File: config.mk
export PLATFORM = sky130hd
export DESIGN_NAME = coremem_ws
export DESIGN_NICKNAME = d
export VERILOG_FILES = /design/src/rtl/coremem_ws.sv
export SDC_FILE = /design/constraint.sdc
export NUM_CORES = 1
export LEC_CHECK = 0
export ABC_CLOCK_PERIOD_IN_PS = 1500
export BUFFER_PORTS_ARGS = -buffer_cell sky130_fd_sc_hd__buf_2
export CAP_MARGIN = 5
export CELL_PAD_IN_SITES_DETAIL_PLACEMENT = 0
export CELL_PAD_IN_SITES_GLOBAL_PLACEMENT = 2
export CORE_ASPECT_RATIO = 0.8
export CORE_MARGIN = 2
export CORE_UTILIZATION = 11
export CTS_BUF_LIST = sky130_fd_sc_hd__clkbuf_8
export CTS_CLUSTER_SIZE = 14
export DETAILED_ROUTE_END_ITERATION = 6
export HOLD_SLACK_MARGIN = 0.02
export PLACE_DENSITY = 0.77
export SETUP_SLACK_MARGIN = 0.02
export SLEW_MARGIN = 20
export SYNTH_ARGS = -nofsm -noshare
export SYNTH_HDL_FRONTEND = slang
export SYNTH_SLANG_ARGS = --single-unit
File: constraint.sdc
create_clock -name clk_i -period 1.5 [get_ports clk_i]
set_input_delay 0 -clock clk_i [delete_from_list [all_inputs] [get_ports clk_i]]
set_output_delay 0 -clock clk_i [all_outputs]
set_load 0.02 [all_outputs]
File: src/rtl/coremem_ws.sv
// coremem_ws: bridges the core LSU data port (req/gnt/rvalid) to a single-port
// synchronous SRAM with a fixed, parametrised read latency. Out-of-range
// accesses are granted, never reach the SRAM, and answer with an error.
module coremem_ws #(
    parameter int unsigned ADDR_WIDTH = 32,
    parameter int unsigned DATA_WIDTH = 32,
    parameter int unsigned MEM_WORDS  = 4096,
    parameter int unsigned LATENCY    = 1
) (
    input  logic                         clk_i,
    input  logic                         rst_ni,
    input  logic                         data_req_i,
    output logic                         data_gnt_o,
    output logic                         data_rvalid_o,
    input  logic                         data_we_i,
    input  logic [DATA_WIDTH/8-1:0]      data_be_i,
    input  logic [ADDR_WIDTH-1:0]        data_addr_i,
    input  logic [DATA_WIDTH-1:0]        data_wdata_i,
    output logic [DATA_WIDTH-1:0]        data_rdata_o,
    output logic                         data_err_o,
    output logic                         mem_ce_o,
    output logic                         mem_we_o,
    output logic [DATA_WIDTH/8-1:0]      mem_be_o,
    output logic [$clog2(MEM_WORDS)-1:0] mem_addr_o,
    output logic [DATA_WIDTH-1:0]        mem_wdata_o,
    input  logic [DATA_WIDTH-1:0]        mem_rdata_i
);

    localparam int unsigned BeW  = DATA_WIDTH / 8;
    localparam int unsigned OffW = $clog2(BeW);
    localparam int unsigned IdxW = $clog2(MEM_WORDS);
    localparam int unsigned CntW = $clog2(LATENCY + 1);

    // Spare encodings (2'b00, 2'b11) are illegal and recover to StIdle.
    typedef enum logic [1:0] {
        StIdle = 2'b01,
        StWait = 2'b10
    } state_e;

    state_e            state_q;
    logic [CntW-1:0]   cnt_q;
    logic              pend_we_q;
    logic              pend_err_q;

    logic [ADDR_WIDTH-1:0] word_idx;
    logic                  in_range;
    logic                  last_cycle;

    // Address decode, grant and SRAM drive; all combinational from the core side.
    always_comb begin
        word_idx   = data_addr_i >> OffW;
        in_range   = (word_idx < ADDR_WIDTH'(MEM_WORDS));
        last_cycle = (state_q == StWait) && (cnt_q == CntW'(1));

        // Gated by rst_ni so nothing is granted while reset is held.
        data_gnt_o = rst_ni && data_req_i && ((state_q == StIdle) || last_cycle);

        mem_ce_o    = 1'b0;
        mem_we_o    = 1'b0;
        mem_be_o    = '0;
        mem_addr_o  = '0;
        mem_wdata_o = '0;
        if (data_gnt_o && in_range) begin
            mem_ce_o    = 1'b1;
            mem_we_o    = data_we_i;
            mem_be_o    = data_we_i ? data_be_i : {BeW{1'b1}};
            mem_addr_o  = word_idx[IdxW-1:0];
            mem_wdata_o = data_wdata_i;
        end

        data_rvalid_o = last_cycle;
        data_err_o    = last_cycle && pend_err_q;
        data_rdata_o  = (last_cycle && !pend_we_q && !pend_err_q) ? mem_rdata_i : '0;
    end

    // Access sequencer: a grant (re)loads the latency counter and captures the access kind.
    always_ff @(posedge clk_i or negedge rst_ni) begin
        if (!rst_ni) begin
            state_q    <= StIdle;
            cnt_q      <= '0;
            pend_we_q  <= 1'b0;
            pend_err_q <= 1'b0;
        end else begin
            unique case (state_q)
                StIdle, StWait: begin
                    if (data_gnt_o) begin
                        state_q    <= StWait;
                        cnt_q      <= CntW'(LATENCY);
                        pend_we_q  <= data_we_i;
                        pend_err_q <= !in_range;
                    end else if (state_q == StWait) begin
                        if (last_cycle) begin
                            state_q <= StIdle;
                            cnt_q   <= '0;
                        end else begin
                            cnt_q <= cnt_q - CntW'(1);
                        end
                    end
                end
                default: begin
                    state_q    <= StIdle;
                    cnt_q      <= '0;
                    pend_we_q  <= 1'b0;
                    pend_err_q <= 1'b0;
                end
            endcase
        end
    end

endmodule

# Yosys cells after proc, flatten, opt, wreduce, memory -nomap -nowiden
# Index checks and enable logic that the tools add are counted.
word_totals:
  latchBits: 0
  inputBits: 104
  romBits: 0
  memories: 0
  ramBits: 0
  ff_bits: 5
op_classes:
  reduce_logical: 13
  addsub: 1
  n_eq_ne: 5
  bitwise: 0
  shifts: 0
  mux: 19
  multipliers: 0
  div_mod_pow: 0
  order_cmp: 1
ops:
  columns: ["cell", "count"]
  rows:
  - ["$mux 32", 2]
  - ["$lt 30x13->1 const B", 1]
  - ["$mux 12", 1]
  - ["$mux 1", 10]
  - ["$mux 2", 4]
  - ["$mux 4", 2]
  - ["$logic_and 1x1->1", 7]
  - ["$ne 3x3->1 const B", 2]
  - ["$logic_not 1->1", 3]
  - ["$eq 2x1->1 const B", 1]
  - ["$eq 2x2->1 const B", 1]
  - ["$ne 2x2->1 const B", 1]
  - ["$reduce_and 2->1", 1]
  - ["$reduce_or 2->1", 1]
  - ["$logic_or 1x1->1", 1]
  - ["$sub 1x1->1 const B", 1]

# Logic depth before layout (Yosys ltp)
logic_depth:
  depth_word: 6
  ltp_mapped: 6
  depth_no_buf: 6

# Least setup slack after synthesis
# No wires, ideal clock.
synth_timing:
  path_kind: "register to register"
  startpoint: "register state_q[0]"
  endpoint: "register pend_err_q"
  synth_period_minus_slack_ps: 1583
  stages_incl_launch_ff: 7
  setup_ps: 123
  arrival_ps: 1460
  required_time_ps: 1377
  setup_slack_ps: -83
  cell_sequence: "dfstp_2 > inv_1 > ha_1 > a21o_1 > nand2_1 > inv_1 > o221a_2"
synth_between:
  elab_chain_len: 5
  elab_cells_between_ends: 8
synth_rtl:
  columns: ["element", "line_no", "rtl"]
  rows:
  - ["from (decl)", "40", "state_e state_q;"]
  - ["from (signal assigned)", "79", "state_q <= StIdle;"]
  - ["from (signal assigned)", "87", "state_q <= StWait;"]
  - ["from (signal assigned)", "93", "state_q <= StIdle;"]
  - ["$eq 2x2->1", "53", "last_cycle = (state_q == StWait) && (cnt_q == CntW'(1));"]
  - ["$logic_and 1x1->1", "53", null]
  - ["$logic_or 1x1->1 (*)", "56", "data_gnt_o = rst_ni && data_req_i && ((state_q == StIdle) || last_cycle);"]
  - ["$logic_and 1x1->1 (*)", "56", null]
  - ["named net data_gnt_o", "13", "output logic data_gnt_o,"]
  - ["$ne 2x2->1 (no source line) (*)", null, null]
  - ["to (signal assigned)", "90", "pend_err_q <= !in_range;"]
  - ["to (decl)", "43", "logic pend_err_q;"]
# Mark *: on every way through the listed nets, which the timed path passes. The rest lies on a longest branch.
# A chain may end at the register's enable or synchronous reset.

# Worst setup path after layout
layout_timing:
  startpoint: "register state_q[0]"
  endpoint: "output mem_wdata_o[2]"
layout_between:
  elab_chain_len: 6
  elab_cells_between_ends: 7
layout_rtl:
  columns: ["element", "line_no", "rtl"]
  rows:
  - ["$eq 2x2->1", "53", null]
  - ["$logic_and 1x1->1", "53", null]
  - ["$logic_or 1x1->1 (*)", "56", null]
  - ["$logic_and 1x1->1 (*)", "56", null]
  - ["$logic_and 1x1->1 (*)", "63", "if (data_gnt_o && in_range) begin"]
  - ["$mux 32 (*)", "63", null]
  - ["to (decl)", "25", "output logic [DATA_WIDTH-1:0] mem_wdata_o,"]
# Mark *: on every way between the ends. The rest lies on a longest branch, timed or not.

==> results.yml <==
run_status:
  status: "finished, violations left"
  violations: "negative setup slack"
grt:
  grt.total_usage_pct: 8.384
  first_global_vias: 1882
  grt_overflow: 0
  antenna_found_initial: 0
  grt_pass1_wl_um: 8769
  grt_max_degree: 31
critical_path:
  worst_path_max_delay_cell: "dfstp_2"
  startpoint_type: "register"
  crit_required_ns: 1.50
  end_kind: "output pin"
  crit_fanout: 15
  critPathKind: "reg -> out"
  arrival_ns: 1.94
  cp_common_cell: "buf_6"
  critPathLaunch: "state_q[0]$_DFFE_PN1P_"
  cp_cell_sequence: "inv_2 > ha_4 > buf_6 > a21o_1 > nand4_1 > buf_6 > buf_16 > nor3_2 > buf_4"
  r2r_start: "state_q[0]$_DFFE_PN1P_"
  worst_path_largest_cell_delay_ns: 0.53
routing:
  dr.pass1.iters: 4
  wl_per_cell_um: 11.32
  routed_wl_um: 6058
  viasPerCell: 3.632
  drcViolationCount: 0
  num_vias: 1943
  drtAntennaViolNets: 0
  drt_iter0_drc: 44
synth:
  ys_warn_count: 0
  yosysSeqAreaShare_pct: 9.749
  synth_fp_nets: 287
  ys_top_cells_by_area: "nor3_2, and2_1, inv_1, dfrtp_1, buf_6"
  ys_types: 22
  synth_top_area_share_pct: 38.61
  ys_ff_latch: 5
  syn-instance-count: 181
  syn_avg_cell_area_um2: 7.162
  syn_area_um2: 1296
  yosys.area.top_type: "nor3_2"
pwr:
  ir_drop_v: 0.0002125
  power_switching_w: 0.0005120
  power.leakage_nw: 1.679
  swShare_pct: 37.91
  clkPwrFrac_pct: 17.6
  p_int_w: 0.0008386
  powerDensity_nw_per_um2: 424.8
  combinationalPowerShare_pct: 61.9
  power_frac_seq_pct: 20.6
clock_network:
  clkSinkCount: 5
  clock_latency_ns: 0.22
  htree_levels: 1
  cts_max_path_buffers: 2
  tritoncts: "built"
  path_clk_slew_ns: 0.03
  root_buffer: "clkbuf_8"
  numCtsBuffers: 3
layout:
  fill_cells: 1260
  stdcell_count: 535
  antenna_cells: 0
  area_growth_pct: 145.3
  final_nets: 494
  final_core_util_pct: 27.60
  drive_above_1_share_pct: 81.14
job:
  max_cap_violations: 0
floorplan:
  start_util_pct: 11.25
  die_w_um: 125.4
  chipHeight_um: 101.1
  die_area_um2: 12670
  num_rows: 35
  ios: 189
  core_area_um2: 11520
timing:
  post-route-period-util_pct: 129.3
  layout_setup_ws_ns: -0.4392
  rsz0062_at_grt: "true"
  finalCriticalPeriod_ns: 1.939
  finalSetupViolations: 87
  hold_viol: 0
  worst_pin_slew_ns: 0.3263
  skew_ns: 0.001028
  slew_headroom_pct: 78.04
  drv_slew: 0
  clock.fmax_mhz: 515.7
place:
  dp_hpwl_um: 4585
  gp_congestion: 0.7581
  port_buffers: 186
  place_inst: 518
min_path:
  min_from: "data_we_i"
  hold_path_class: "in -> reg"
## cells in the final DEF (no fill, tap or decap), types with 2 or more instances in the layout
cell,Yosys,layout
a21oi_1,4,3
and2_4,0,32
buf_12,0,2
buf_16,0,2
buf_2,5,124
buf_4,0,36
buf_6,5,47
buf_8,0,2
clkbuf_8,0,3
dfrtp_1,4,4
ha_4,0,2
inv_1,50,48
inv_2,0,2
nand2_1,4,2
nand3_2,1,2
nor2_1,7,7
nor3_2,50,46
nor3_4,0,5
nor4_1,3,3
## critical path, delay by kind of cell (launching register included)
kind / cells / cell delay, ns
flops: 1 / 0.53
compound gates: 1 / 0.17
fa+ha+maj: 1 / 0.16
simple gates: 2 / 0.17
buf+inv: 5 / 0.69
## power groups by stage
stage / Clock [W] / Combinational (W) / Sequential (W)
6_report: 0.000237 / 0.000836 / 0.000278
5_1_grt: 0.000256 / 0.000916 / 0.000287
4_1_cts: 0.000245 / 0.000683 / 0.000264
3_5_place_dp: 0 / 0.000596 / 0.000231
3_3_place_gp: 0 / 0.000593 / 0.000231
2_1_floorplan: 0 / 0.000270 / 0.000231
## per-layer routing
layer / track usage [%] / wire length (µm) / up-vias
met3: 1.062 / 486 / 2
met4: 1.795 / 36 / 0
li1: - / - / 970
met2: 17.60 / 3285 / 117
met1: 8.892 / 2249 / 854
met5: 0 / 0 / -
## synthesized netlist by cell type, drive strengths merged
| cell | number |
|---|---|
| and3 | 1 |
| dfrtp | 4 |
| dfstp | 1 |
| buf | 10 |
| a21oi | 4 |
| ha | 2 |
| o221a | 1 |
| and2 | 33 |
| xnor2 | 1 |
| nand2 | 4 |
| nor2 | 7 |
| o21ai | 2 |
| clkbuf | 3 |
| nand3 | 2 |
| nor4 | 4 |
| a21o | 1 |
| nor3 | 50 |
| inv | 50 |
| nand4 | 1 |
## metrics by stage
stage | cell area (µm²) | setup WS [ns] | total power [W] | TNS (ns) | hold slack [ns]
detailed placement | 2467 | -0.5071 | 0.0008274 | -35.69 | -0.07207
global placement | 2467 | -0.4241 | 0.0008244 | -29.67 | -0.07305
CTS | 2773 | -0.4531 | 0.001192 | -27.47 | 0.06772
floorplan | 1299 | -0.02260 | 0.0005011 | -0.09038 | -0.2956
global route | 3179 | -0.5451 | 0.001459 | -33.12 | 0.05517
finish | 3179 | -0.4392 | 0.001351 | -26.29 | 0.04568
## worst paths after layout
path | endpoint | slack [ns] | cells after the start
min in group asynchronous | cnt_q$_DFFE_PN0P_ | 0.27 | 3
max in group asynchronous | state_q[0]$_DFFE_PN1P_ | 1.03 | 3
min reg2reg | state_q[1]$_DFFE_PN0P_ | 0.60 | 2
max | mem_wdata_o[2] | -0.44 | 9
min | pend_we_q$_DFFE_PN0P_ | 0.05 | 3
max reg2reg | pend_err_q$_DFFE_PN0P_ | -0.24 | 9
## what timing repair did
action | in CTS | in global routing
gates cloned | 3 | 0
endpoints found under the setup margin | 87 | 90
gates resized for setup | 39 | 129
setup buffers | 6 | 6
hold buffers | 1 | 0
pin swaps | 4 | 3
endpoints found under the hold margin | 5 | 0
## cell families (layout without fill, tap and decap cells)
family / Yosys count / after routing / share of synthesized area (%)
and+or+nand+nor: 102 / 103 / 62.26
buffers and inverters: 63 / 268 / 21.62
AOI/OAI and AO/OA: 8 / 8 / 3.765
DFF: 5 / 5 / 9.750
adders and majority gates: 2 / 2 / 1.930
xor gates and xnor gates: 1 / 1 / 0.6758
## cell type report
type / instances / area, µm² / area share, %
clock inverter: 1 / 3.754 / 0.1181
sequential: 5 / 126.4 / 3.975
inverter: 50 / 190.2 / 5.982
clock buffer: 3 / 41.29 / 1.299
tap: 148 / 185.2 / 5.824
multi-input combinational: 114 / 1077 / 33.88
timing repair buffer: 214 / 1555 / 48.92
## registers in the layout, summed over array words and instances, names as in the netlist
name / flops
pend_err_q: 1
cnt_q: 1
pend_we_q: 1
state_q: 2
No activity file was read; power rests on OpenSTA's default activity.
